### config.mk
export PLATFORM = sky130hd
export DESIGN_NAME = csd_shift_add_mult_flat
export DESIGN_NICKNAME = d
export VERILOG_FILES = /design/src/rtl/csd_shift_add_mult_if.sv /design/src/rtl/csd_shift_add_mult.sv /design/src/flat_wrapper.sv
export SDC_FILE = /design/constraint.sdc
export NUM_CORES = 1
export LEC_CHECK = 0
export BUFFER_PORTS_ARGS = -buffer_cell sky130_fd_sc_hd__buf_2
export CAP_MARGIN = 10
export CELL_PAD_IN_SITES_DETAIL_PLACEMENT = 0
export CELL_PAD_IN_SITES_GLOBAL_PLACEMENT = 1
export CORE_MARGIN = 2
export CORE_UTILIZATION = 44
export CTS_CLUSTER_SIZE = 8
export DETAILED_ROUTE_END_ITERATION = 16
export GPL_TIMING_DRIVEN = 0
export PLACE_DENSITY = 0.78
export SLEW_MARGIN = 25
export SYNTH_ARGS = -nofsm -noshare
export SYNTH_HDL_FRONTEND = slang
export SYNTH_SLANG_ARGS = --single-unit
### constraint.sdc
create_clock -name clk -period 4.3 [get_ports clk]
set_input_delay 1.075 -clock clk [delete_from_list [all_inputs] [get_ports clk]]
set_output_delay 1.075 -clock clk [all_outputs]
set_load 0.02 [all_outputs]
### src/rtl/csd_shift_add_mult_if.sv
// ---------------------------------------------------------------------------
// csd_shift_add_mult_if
//   Groups the operand, digit-stream and product signals of the CSD
//   shift-add multiplier.
//   master : producer/consumer side (drives start, x, digits, p_ready)
//   slave  : multiplier side (drives din_ready, p_valid, product, nz_cnt, err)
//   Signals:
//     start      one-cycle pulse that launches an operation
//     x          signed multiplicand, captured with start
//     din_*      CSD digit stream, LSB first, valid/ready handshake
//     p_valid    product available
//     p_ready    consumer accepts the product
//     product    signed result, W+N bits
//     nz_cnt     number of nonzero digits applied
//     err        sticky per-operation error flag
// ---------------------------------------------------------------------------
interface csd_shift_add_mult_if #(
  parameter int W = 8,
  parameter int N = 9,
  parameter int P = W + N
);
  localparam int CW = $clog2(N + 1);

  logic          start;
  logic [W-1:0]  x;
  logic          din_valid;
  logic          din_ready;
  logic [1:0]    din_digit;
  logic          din_last;
  logic          p_valid;
  logic          p_ready;
  logic [P-1:0]  product;
  logic [CW-1:0] nz_cnt;
  logic          err;

  modport master (
    output start, x, din_valid, din_digit, din_last, p_ready,
    input  din_ready, p_valid, product, nz_cnt, err
  );

  modport slave (
    input  start, x, din_valid, din_digit, din_last, p_ready,
    output din_ready, p_valid, product, nz_cnt, err
  );
endinterface

### src/rtl/csd_shift_add_mult.sv
// ---------------------------------------------------------------------------
// csd_shift_add_mult
//   Multiplies a signed multiplicand by a canonical-signed-digit stream
//   delivered LSB first. Each accepted digit adds, subtracts or skips the
//   progressively left-shifted multiplicand. Illegal digit codes, adjacent
//   nonzero digits and streams longer than N digits set a sticky error.
//   Ports:
//     clk    rising-edge clock
//     rst_n  asynchronous active-low reset, clears all state
//     bus    csd_shift_add_mult_if.slave (operand, digits, product, status)
// ---------------------------------------------------------------------------
module csd_shift_add_mult #(
  parameter int W = 8,
  parameter int N = 9,
  parameter int P = W + N
) (
  input logic                  clk,
  input logic                  rst_n,
  csd_shift_add_mult_if.slave  bus
);

  localparam int CW = $clog2(N + 1);
  localparam int IW = (N > 1) ? $clog2(N) : 1;

  typedef enum logic [1:0] {IDLE, RUN, DONE} state_e;

  state_e                state_q, state_d;
  logic signed [P-1:0]   mcand_q;
  logic signed [P-1:0]   acc_q;
  logic [IW-1:0]         idx_q;
  logic [CW-1:0]         nz_q;
  logic                  err_q;
  logic                  prev_nz_q;

  logic accept;
  logic dig_pos;
  logic dig_neg;
  logic dig_bad;
  logic dig_nz;
  logic overrun;

  assign accept  = (state_q == RUN) && bus.din_valid;
  assign dig_pos = (bus.din_digit == 2'b01);
  assign dig_neg = (bus.din_digit == 2'b11);
  assign dig_bad = (bus.din_digit == 2'b10);
  assign dig_nz  = dig_pos || dig_neg;
  // A full-length stream without a last marker is closed off here.
  assign overrun = (idx_q == IW'(N - 1)) && !bus.din_last;

  // State register.
  // NOTE: every register, including the datapath, sits on the async reset so
  // an aborted operation leaves nothing behind.
  always_ff @(posedge clk or negedge rst_n) begin
    if (!rst_n) state_q <= IDLE;
    else        state_q <= state_d;
  end

  // Next-state logic.
  // NOTE: the default assignment first keeps this combinational block latch-free.
  always_comb begin
    state_d = state_q;
    unique case (state_q)
      IDLE:    if (bus.start) state_d = RUN;
      RUN:     if (accept && (bus.din_last || overrun)) state_d = DONE;
      DONE:    if (bus.p_ready) state_d = IDLE;
      default: state_d = IDLE;
    endcase
  end

  // Output logic: results stay on the bus until the next start clears them.
  always_comb begin
    bus.din_ready = (state_q == RUN);
    bus.p_valid   = (state_q == DONE);
    bus.product   = acc_q;
    bus.nz_cnt    = nz_q;
    bus.err       = err_q;
  end

  // Datapath.
  // NOTE: non-blocking assignments so every register samples pre-edge values.
  always_ff @(posedge clk or negedge rst_n) begin
    if (!rst_n) begin
      mcand_q   <= '0;
      acc_q     <= '0;
      idx_q     <= '0;
      nz_q      <= '0;
      err_q     <= 1'b0;
      prev_nz_q <= 1'b0;
    end else begin
      unique case (state_q)
        IDLE: if (bus.start) begin
          mcand_q   <= {{(P-W){bus.x[W-1]}}, bus.x};
          acc_q     <= '0;
          idx_q     <= '0;
          nz_q      <= '0;
          err_q     <= 1'b0;
          prev_nz_q <= 1'b0;
        end
        RUN: if (accept) begin
          if (dig_pos)      acc_q <= acc_q + mcand_q;
          else if (dig_neg) acc_q <= acc_q - mcand_q;
          if (dig_nz) nz_q <= nz_q + CW'(1);
          // Sticky: illegal code, two nonzero digits in a row, or overrun.
          if (dig_bad || (dig_nz && prev_nz_q) || overrun) err_q <= 1'b1;
          prev_nz_q <= dig_nz;
          mcand_q   <= mcand_q <<< 1;
          idx_q     <= idx_q + IW'(1);
        end
        default: ;
      endcase
    end
  end

endmodule

### src/flat_wrapper.sv
// flat-port wrapper written by rule: the top's interface ports become plain ports
module csd_shift_add_mult_flat 
#(
  parameter int W = 8,
  parameter int N = 9,
  parameter int P = W + N
)
  (clk, rst_n, bus_start, bus_x, bus_din_valid, bus_din_digit, bus_din_last, bus_p_ready, bus_din_ready, bus_p_valid, bus_product, bus_nz_cnt, bus_err);
  csd_shift_add_mult_if #(.W(W), .N(N), .P(P)) bus_i ();
  input logic clk;
  input logic rst_n;
  input wire logic [$bits(bus_i.start)-1:0] bus_start;
  input wire logic [$bits(bus_i.x)-1:0] bus_x;
  input wire logic [$bits(bus_i.din_valid)-1:0] bus_din_valid;
  input wire logic [$bits(bus_i.din_digit)-1:0] bus_din_digit;
  input wire logic [$bits(bus_i.din_last)-1:0] bus_din_last;
  input wire logic [$bits(bus_i.p_ready)-1:0] bus_p_ready;
  output wire logic [$bits(bus_i.din_ready)-1:0] bus_din_ready;
  output wire logic [$bits(bus_i.p_valid)-1:0] bus_p_valid;
  output wire logic [$bits(bus_i.product)-1:0] bus_product;
  output wire logic [$bits(bus_i.nz_cnt)-1:0] bus_nz_cnt;
  output wire logic [$bits(bus_i.err)-1:0] bus_err;
  assign bus_i.start = bus_start;
  assign bus_i.x = bus_x;
  assign bus_i.din_valid = bus_din_valid;
  assign bus_i.din_digit = bus_din_digit;
  assign bus_i.din_last = bus_din_last;
  assign bus_i.p_ready = bus_p_ready;
  assign bus_din_ready = bus_i.din_ready;
  assign bus_p_valid = bus_i.p_valid;
  assign bus_product = bus_i.product;
  assign bus_nz_cnt = bus_i.nz_cnt;
  assign bus_err = bus_i.err;
  csd_shift_add_mult #(.W(W), .N(N), .P(P)) u_core (.clk(clk), .rst_n(rst_n), .bus(bus_i));
endmodule
## After elaboration in Yosys (flattened, before gate mapping)

Index checks and enable logic that the tools add are counted.

| cells by class | value |
|---|---|
| add/subtract/negate cells | 4 |
| reduce and logical (&&, ||, !) cells | 16 |
| muxes and demuxes | 24 |
| shifts and indexed selects | 0 |
| multipliers | 0 |
| equality and inequality tests | 13 |
| $lt $le $gt $ge | 0 |
| bitwise logic cells | 0 |
| divide/modulo/power cells | 0 |

Operators by type and width:

| operator | count |
|---|---|
| $mux W17 | 6 |
| $pmux W17 S2 | 2 |
| $add A17 B17 Y17 | 1 |
| $sub A17 B17 Y17 | 1 |
| $mux W4 | 4 |
| $pmux W4 S2 | 2 |
| $reduce_and A4 Y1 | 3 |
| $add A4 B1 Y4 const B | 2 |
| $ne A2 B1 Y1 const B | 4 |
| $eq A2 B2 Y1 const B | 3 |
| $mux W2 | 3 |
| $pmux W2 S3 | 1 |
| $reduce_and A3 Y1 | 2 |
| $eq A2 B1 Y1 const B | 2 |
| $eq A4 B4 Y1 const B | 1 |
| $logic_and A1 B1 Y1 | 4 |
| $logic_or A1 B1 Y1 | 4 |
| $mux W1 | 4 |
| $ne A2 B2 Y1 const B | 2 |
| $pmux W1 S2 | 2 |
| $ne A3 B1 Y1 const B | 1 |
| $logic_not A2 Y1 | 1 |
| $reduce_bool A2 Y1 | 1 |
| $logic_not A1 Y1 | 1 |

| word-level totals | value |
|---|---|
| word-level logic and storage cells | 64 |
| bits in writable memories | 0 |
| bits in read-only memories | 0 |
| bits of input ports | 16 |
| bits in registers | 46 |
| memories | 0 |
| output and inout port bits | 24 |
| latch bits | 0 |

## Depth between registers and ports, before layout

Gate-level depths: netlist of run 1.

| depth | value |
|---|---|
| depth in word-level cells | 8 |
| depth in mapped cells | 14 |
| depth with buffers taken out | 13 |

## Worst setup path before layout of run 1

Ideal clock, no wire load.

| timing path | value |
|---|---|
| kind | input -> register |
| start | input port bus_din_digit[0] |
| end | register u_core.acc_q[13], in the netlist u_core.bus.product[13] |
| slack | 0.771 ns |
| cell stages on the path | 11 |
| arrival | 3.409 ns |
| data required time | 4.180 ns |
| path buffers | 1 |
| setup time | 0.120 ns |
| cells stage by stage | nor2b_1 -> clkbuf_1 -> nor2_1 -> xnor2_1 -> ha_1 -> nand4_1 -> nor4_2 -> nor3_1 -> a2111oi_2 -> o21ai_0 -> a31o_1 |

| between the ends | value |
|---|---|
| cells in the longest elaborated chain, start to end | 4 |
| elaborated cells between the ends (all ways) | 7 |
| classes of those cells | 3 x eq/ne; 3 x mux; 1 x reduce/logical |

Ends and longest elaborated chain:

| element | line | text |
|---|---|---|
| start, declared | flat_wrapper.sv:15 | `input wire logic [$bits(bus_i.din_digit)-1:0] bus_din_digit;` |
| $eq A2 B1 Y1 | csd_shift_add_mult.sv:43 | `assign dig_pos = (bus.din_digit == 2'b01);` |
| $mux W17 | csd_shift_add_mult.sv:100 | `if (dig_pos) acc_q <= acc_q + mcand_q;` |
| $mux W17 | csd_shift_add_mult.sv:99 | `RUN: if (accept) begin` |
| $pmux W17 S2 | csd_shift_add_mult.sv:90 | `unique case (state_q)` |
| end signal, assigned | csd_shift_add_mult.sv:100 |  |
| end signal, assigned | csd_shift_add_mult.sv:101 | `else if (dig_neg) acc_q <= acc_q - mcand_q;` |
| end, declared | csd_shift_add_mult.sv:29 | `logic signed [P-1:0] acc_q;` |

Parallel ways exist; a longest one is shown, timed or not. The select of a mux whose other input is x is not followed.
A chain may end at the register's enable or synchronous reset.

## Final worst setup path of run 1

Same ends and word-level chain as after synthesis.

==> reports/qor.csv, run 1 <==
metric,value,unit
cp_slowest_cell,nor4_2,
critical_path_class,in -> reg,
async_reset_ff_share,100,%
drc_errors,0,
grt_pass1_vias,2607,
core-area,6830,sq um
endpoint_kind,register,
hold_viol,0,
die_x,88.2,um
yosys.cell_types.count,52,
cpPeakStageDelay,480,ps
fin_skew,3.49,ps
status,"finished, final reports clean",
vdd_drop_max,0.256,mV
vias,2743,
cp.arrival,4060,ps
cts_htree_levels,2,
synth_edf_count,0,
final_util,51.4,%
synthFlopType,dfrtp_1,
grt_pass1_wl,12800,um
post_cts_resized,0,
setup_viol,0,
root_buffer,clkbuf_8,
synth.net_count,395,
synth_area_per_cell,8.71,sq um
grt_max_degree,47,
wirelength,7660,um
fill_cells,691,
ant_nets,0,
drv_cap,0,
cts_tree,done,
syn_inst,358,
rsz0062_at_grt,false,
critPathLaunchType,input port,
syn2layout_area_growth,12.6,%
ys_seq_elements,46,
crit_fanout,10,
fmax,259,MHz
tns,0,ps
p_leak,1.64,nW
path_clk_slew,90,ps
path_cells,buf_2 > nor2b_1 > clkbuf_1 > a21oi_1 > xor2_1 > ha_1 > nand4_1 > nor4_2 > nor3_1 > a2111oi_2 > o21ai_0 > a31o_1,
critical_path_required,4500,ps
layout-drive-gt1-share,13.6,%
min_period_over_period,89.8,%
hp-class,reg -> reg,
worst_slew_pin_slew,620,ps
yosysWarnings,0,
cts_buffer_depth,2,
grt.total_usage,20.9,%
nets,440,
initial_core_util,45.6,%
ioPinCount,40,
cts_made_buffers,5,
via_per_inst,5.50,
rows,30,
grt_overflow,0,
finalWeightedCongestion,0.859,
post_cts_buffers,0,
fp.dieArea,7770,sq um
wire_per_inst,15.4,um
finalCriticalPeriod,3860,ps
antenna_cells,0,
antenna_found_initial,0,
numPortBuffers,38,
drv_slew,0,
clk_latency,300,ps
synth_area,3120,sq um
cellPowerDensity,852,nW/um^2
relSlewSlack,58.6,%
cts.sinks,46,
synth_seq_area_share,36.9,%
dp_hpwl,5730,um
drt_iter0_markers,87,
postCtsHoldBufs,0,
die_h,88.2,um
drt-pass1-iter-count,4,
[metal layers]
layer / track usage, % / vias to the layer above / routed length (um)
met4: 4.82 / 0 / 99
met2: 33.4 / 38 / 3480
li1: - / 1389 / -
met1: 30.0 / 1306 / 3840
met3: 2.92 / 10 / 237
met5: 0 / - / 0
[cells by family after synthesis]
kind of cell / share of synthesized area, %
fa+ha+maj: 8.67
xor+xnor: 7.31
mux: 2.57
simple gates: 19.5
flops: 36.9
compound gates: 21.4
buf+inv: 3.65
[stage by stage]
step / instances / setup slack, ps / power, mW / instance area (sq um) / hold WS (ps)
after floorplan: 358 / 771 / 2.26 / 3120 / 447
after global routing: 499 / 213 / 3.29 / 3510 / 543
after global placement: 492 / 114 / 2.70 / 3430 / 463
after CTS: 499 / 436 / 3.00 / 3510 / 489
after detailed placement: 492 / 120 / 2.73 / 3430 / 468
final: 499 / 439 / 2.99 / 3510 / 488
[sequential cells by signal, indices dropped and copies added, names as in the netlist]
register	count
u_core.bus.nz_cnt	4
u_core.bus.err	1
u_core.idx_q	4
u_core.prev_nz_q	1
u_core.state_q	2
u_core.mcand_q	17
u_core.bus.product	17
[path summary, 6_finish.rpt]
| check | from | end | slack, ps | cells past startpoint |
|---|---|---|---|---|
| worst max-delay path | bus_din_digit[0] | u_core.bus.product[13] | 440 | 12 |
| max in group asynchronous | rst_n | u_core.bus.product[10] | 3100 | 1 |
| worst min-delay path | u_core.prev_nz_q | u_core.prev_nz_q | 490 | 2 |
| worst max register to register | u_core.mcand_q[0] | u_core.bus.product[16] | 780 | 13 |
| worst min register to register | u_core.prev_nz_q | u_core.prev_nz_q | 490 | 2 |
| min in group asynchronous | rst_n | u_core.bus.product[5] | 770 | 1 |
[cell usage after synthesis, types with 2 or more instances]
library cell / number / area, sq um
dfrtp_1: 46 / 1150
o21ai_0: 37 / 185
nand2_1: 32 / 120
a21oi_1: 31 / 155
nor2_1: 25 / 93.8
nand3_1: 21 / 105
ha_1: 20 / 250
xor2_1: 16 / 140
clkbuf_1: 14 / 52.6
inv_1: 13 / 48.8
xnor2_1: 10 / 87.6
a211oi_1: 8 / 60.1
mux2i_1: 8 / 80.1
a21o_1: 6 / 45.0
nor3_1: 6 / 30.0
and3_1: 5 / 31.3
nor2b_1: 5 / 31.3
nand2b_1: 4 / 25.0
o31ai_1: 4 / 30.0
or3_1: 4 / 25.0
a31oi_1: 3 / 18.8
nand4_1: 3 / 18.8
o21bai_1: 3 / 22.5
a32o_1: 2 / 20.0
buf_1: 2 / 7.51
nor4_2: 2 / 25.0
o211ai_1: 2 / 15.0
o21a_1: 2 / 15.0
[power breakdown]
group / switching, mW / internal, mW / leakage [nW] / total [mW]
clock: 0.148 / 0.112 / 0.0373 / 0.260
sequential: 0.213 / 0.615 / 0.596 / 0.828
combinational: 1.14 / 0.765 / 1.01 / 1.90
total: 1.50 / 1.49 / 1.64 / 2.99
[layout make-up]
class / count / area, sq um / area share, %
repair buffers: 38 / 193 / 5.49
clock inverters: 1 / 7.51 / 0.214
inverters: 13 / 48.8 / 1.39
flip-flops and latches: 46 / 1150 / 32.8
multi-input cells: 282 / 1850 / 52.8
well taps: 96 / 120 / 3.42
clock buffers: 6 / 72.6 / 2.07
plain buffers: 17 / 65.1 / 1.85
[cells in the final DEF (no fill, tap or decap), types with 5 or more instances in the layout]
master    Yosys  final
dfrtp_1      46     46
buf_2         1     38
o21ai_0      37     37
nand2_1      32     32
a21oi_1      31     31
nor2_1       25     25
nand3_1      21     21
ha_1         20     20
xor2_1       16     16
clkbuf_1     14     15
inv_1        13     13
xnor2_1      10     10
a211oi_1      8      8
mux2i_1       8      8
nor3_1        6      6
a21o_1        6      6
and3_1        5      5
nor2b_1       5      5
clkbuf_8      0      5
[critical path, delay by kind of cell]
kind            cells  cell delay [ps]
fa+ha+maj           1              400
compound gates      4              860
xor+xnor            1              180
simple gates        4             1050
buf+inv             2              500
(Power assumes the default switching activity.)
==> run 2: changes to the inputs <==
- CORE_UTILIZATION: 44 -> 46
- CTS_BUF_LIST: unset -> sky130_fd_sc_hd__clkbuf_2 sky130_fd_sc_hd__clkbuf_4 sky130_fd_sc_hd__clkbuf_8
- PLACE_DENSITY: 0.78 -> 0.81
==> reports/qor.csv, run 2 (synthesized netlist as in run 1, its figures left out) <==
metric,value,unit
drt-pass1-iter-count,4,
drt-met1-wl,3920,um
rsz0062_at_grt,false,
cts_htree_levels,2,
crit_fanout,10,
postCtsHoldBufs,0,
cp-startpoint,bus_din_digit[0],
worst_slew_pin_slew,639,ps
via_per_inst,5.71,
grt_max_degree,47,
root_buffer,clkbuf_8,
path_clk_slew,90,ps
die_x,86.3,um
final_util,54.5,%
cp.arrival,4100,ps
nets,440,
grt.total_usage,21.6,%
cts.sinks,46,
cts_tree,done,
fp.dieArea,7450,sq um
hold_path_depth,2,
fin_ws,400,ps
placed_area,3410,sq um
ioPinCount,40,
drc_errors,0,
critPathLaunchType,input port,
critical_path_class,in -> reg,
cts_made_buffers,5,
core-area,6460,sq um
drv_cap,0,
min_period_over_period,90.7,%
wl_met2,3360,um
fmax,256,MHz
instances_no_fill,481,
final_cell_area,3520,sq um
relSlewSlack,57.4,%
p_leak,1.66,nW
grt_overflow,0,
vdd_drop_max,0.351,mV
finalPower,3.06,mW
initial_core_util,48.3,%
ant_nets,0,
post_cts_resized,0,
die_h,86.3,um
hold_viol,0,
setup_viol,0,
post_cts_buffers,0,
grt_pass1_vias,2500,
dp_hpwl,5670,um
hold_slack,497,ps
r2r_slack,670,ps
dp.cells,473,
r2r.worst_path.cells,12,
antenna_cells,0,
finalCriticalPeriod,3900,ps
hold_path_end,u_core.prev_nz_q,
syn2layout_area_growth,12.9,%
tns,0,ps
numPortBuffers,38,
layout-drive-gt1-share,14.1,%
antenna_found_initial,0,
vias,2746,
dpl_worst_slack,153,ps
finalWeightedCongestion,0.888,
wire_per_inst,15.9,um
maxUsedRoutingLayer,met4,
wirelength,7630,um
final_cell_mix,"dfrtp_1 (46), buf_2 (38), o21ai_0 (37), nand2_1 (32), a21oi_1 (31)",
rr_endpoint,u_core.bus.product[16],
dr_wl_met3,230,um
hp-start,u_core.prev_nz_q,
drt_iter0_markers,94,
status,"finished, final reports clean",
clk_latency,310,ps
rows,29,
r2r-start,u_core.mcand_q[2],
endpoint_kind,register,
hp-class,reg -> reg,
grt_pass1_wl,12600,um
final_common_cell,dfrtp_1,
drv_slew,0,
cts_buffer_depth,2,
critical_path_required,4500,ps
cellPowerDensity,869,nW/um^2
fin_skew,5.91,ps
## run 2: power by group
group / leakage [nW] / total [mW] / switching, mW / internal (mW)
Clock: 0.0504 / 0.334 / 0.161 / 0.173
Sequential: 0.596 / 0.826 / 0.211 / 0.615
Combinational: 1.01 / 1.90 / 1.14 / 0.761
## run 2: worst max-delay path by stage
stage / to / slack, ps / depth (start not counted)
floorplan: u_core.bus.product[13] / 770 / 11
global placement: u_core.bus.product[13] / 120 / 12
detailed placement: u_core.bus.product[13] / 150 / 12
CTS: u_core.bus.product[13] / 460 / 12
global route: u_core.bus.product[13] / 200 / 12
finish: u_core.bus.product[13] / 400 / 12
## run 2: area by class of cell
type | count | area [sq um]
Buffer | 17 | 65.1
Clock buffer | 5 | 68.8
Clock inverter | 3 | 45.0
Fill cell | 608 | 2940
Inverter | 13 | 48.8
Multi-Input combinational cell | 282 | 1850
Sequential cell | 46 | 1150
Tap cell | 77 | 96.3
Timing Repair Buffer | 38 | 193
## run 2: layer usage
| metal | vias to the layer above | GRT usage [%] |
|---|---|---|
| met3 | 7 | 3.33 |
| met2 | 44 | 31.7 |
| met1 | 1308 | 32.9 |
| met5 | - | 0 |
| met4 | 0 | 6.25 |
| li1 | 1387 | - |
## run 2: critical path: stages
cell and delay [ps]:
buf_2 130, nor2b_1 250, clkbuf_1 360, nor2_1 110, xnor2_1 170, ha_1 400, nand4_1 190, nor4_2 510
nor3_1 130, a2111oi_2 410, o21ai_0 120, a31o_1 220
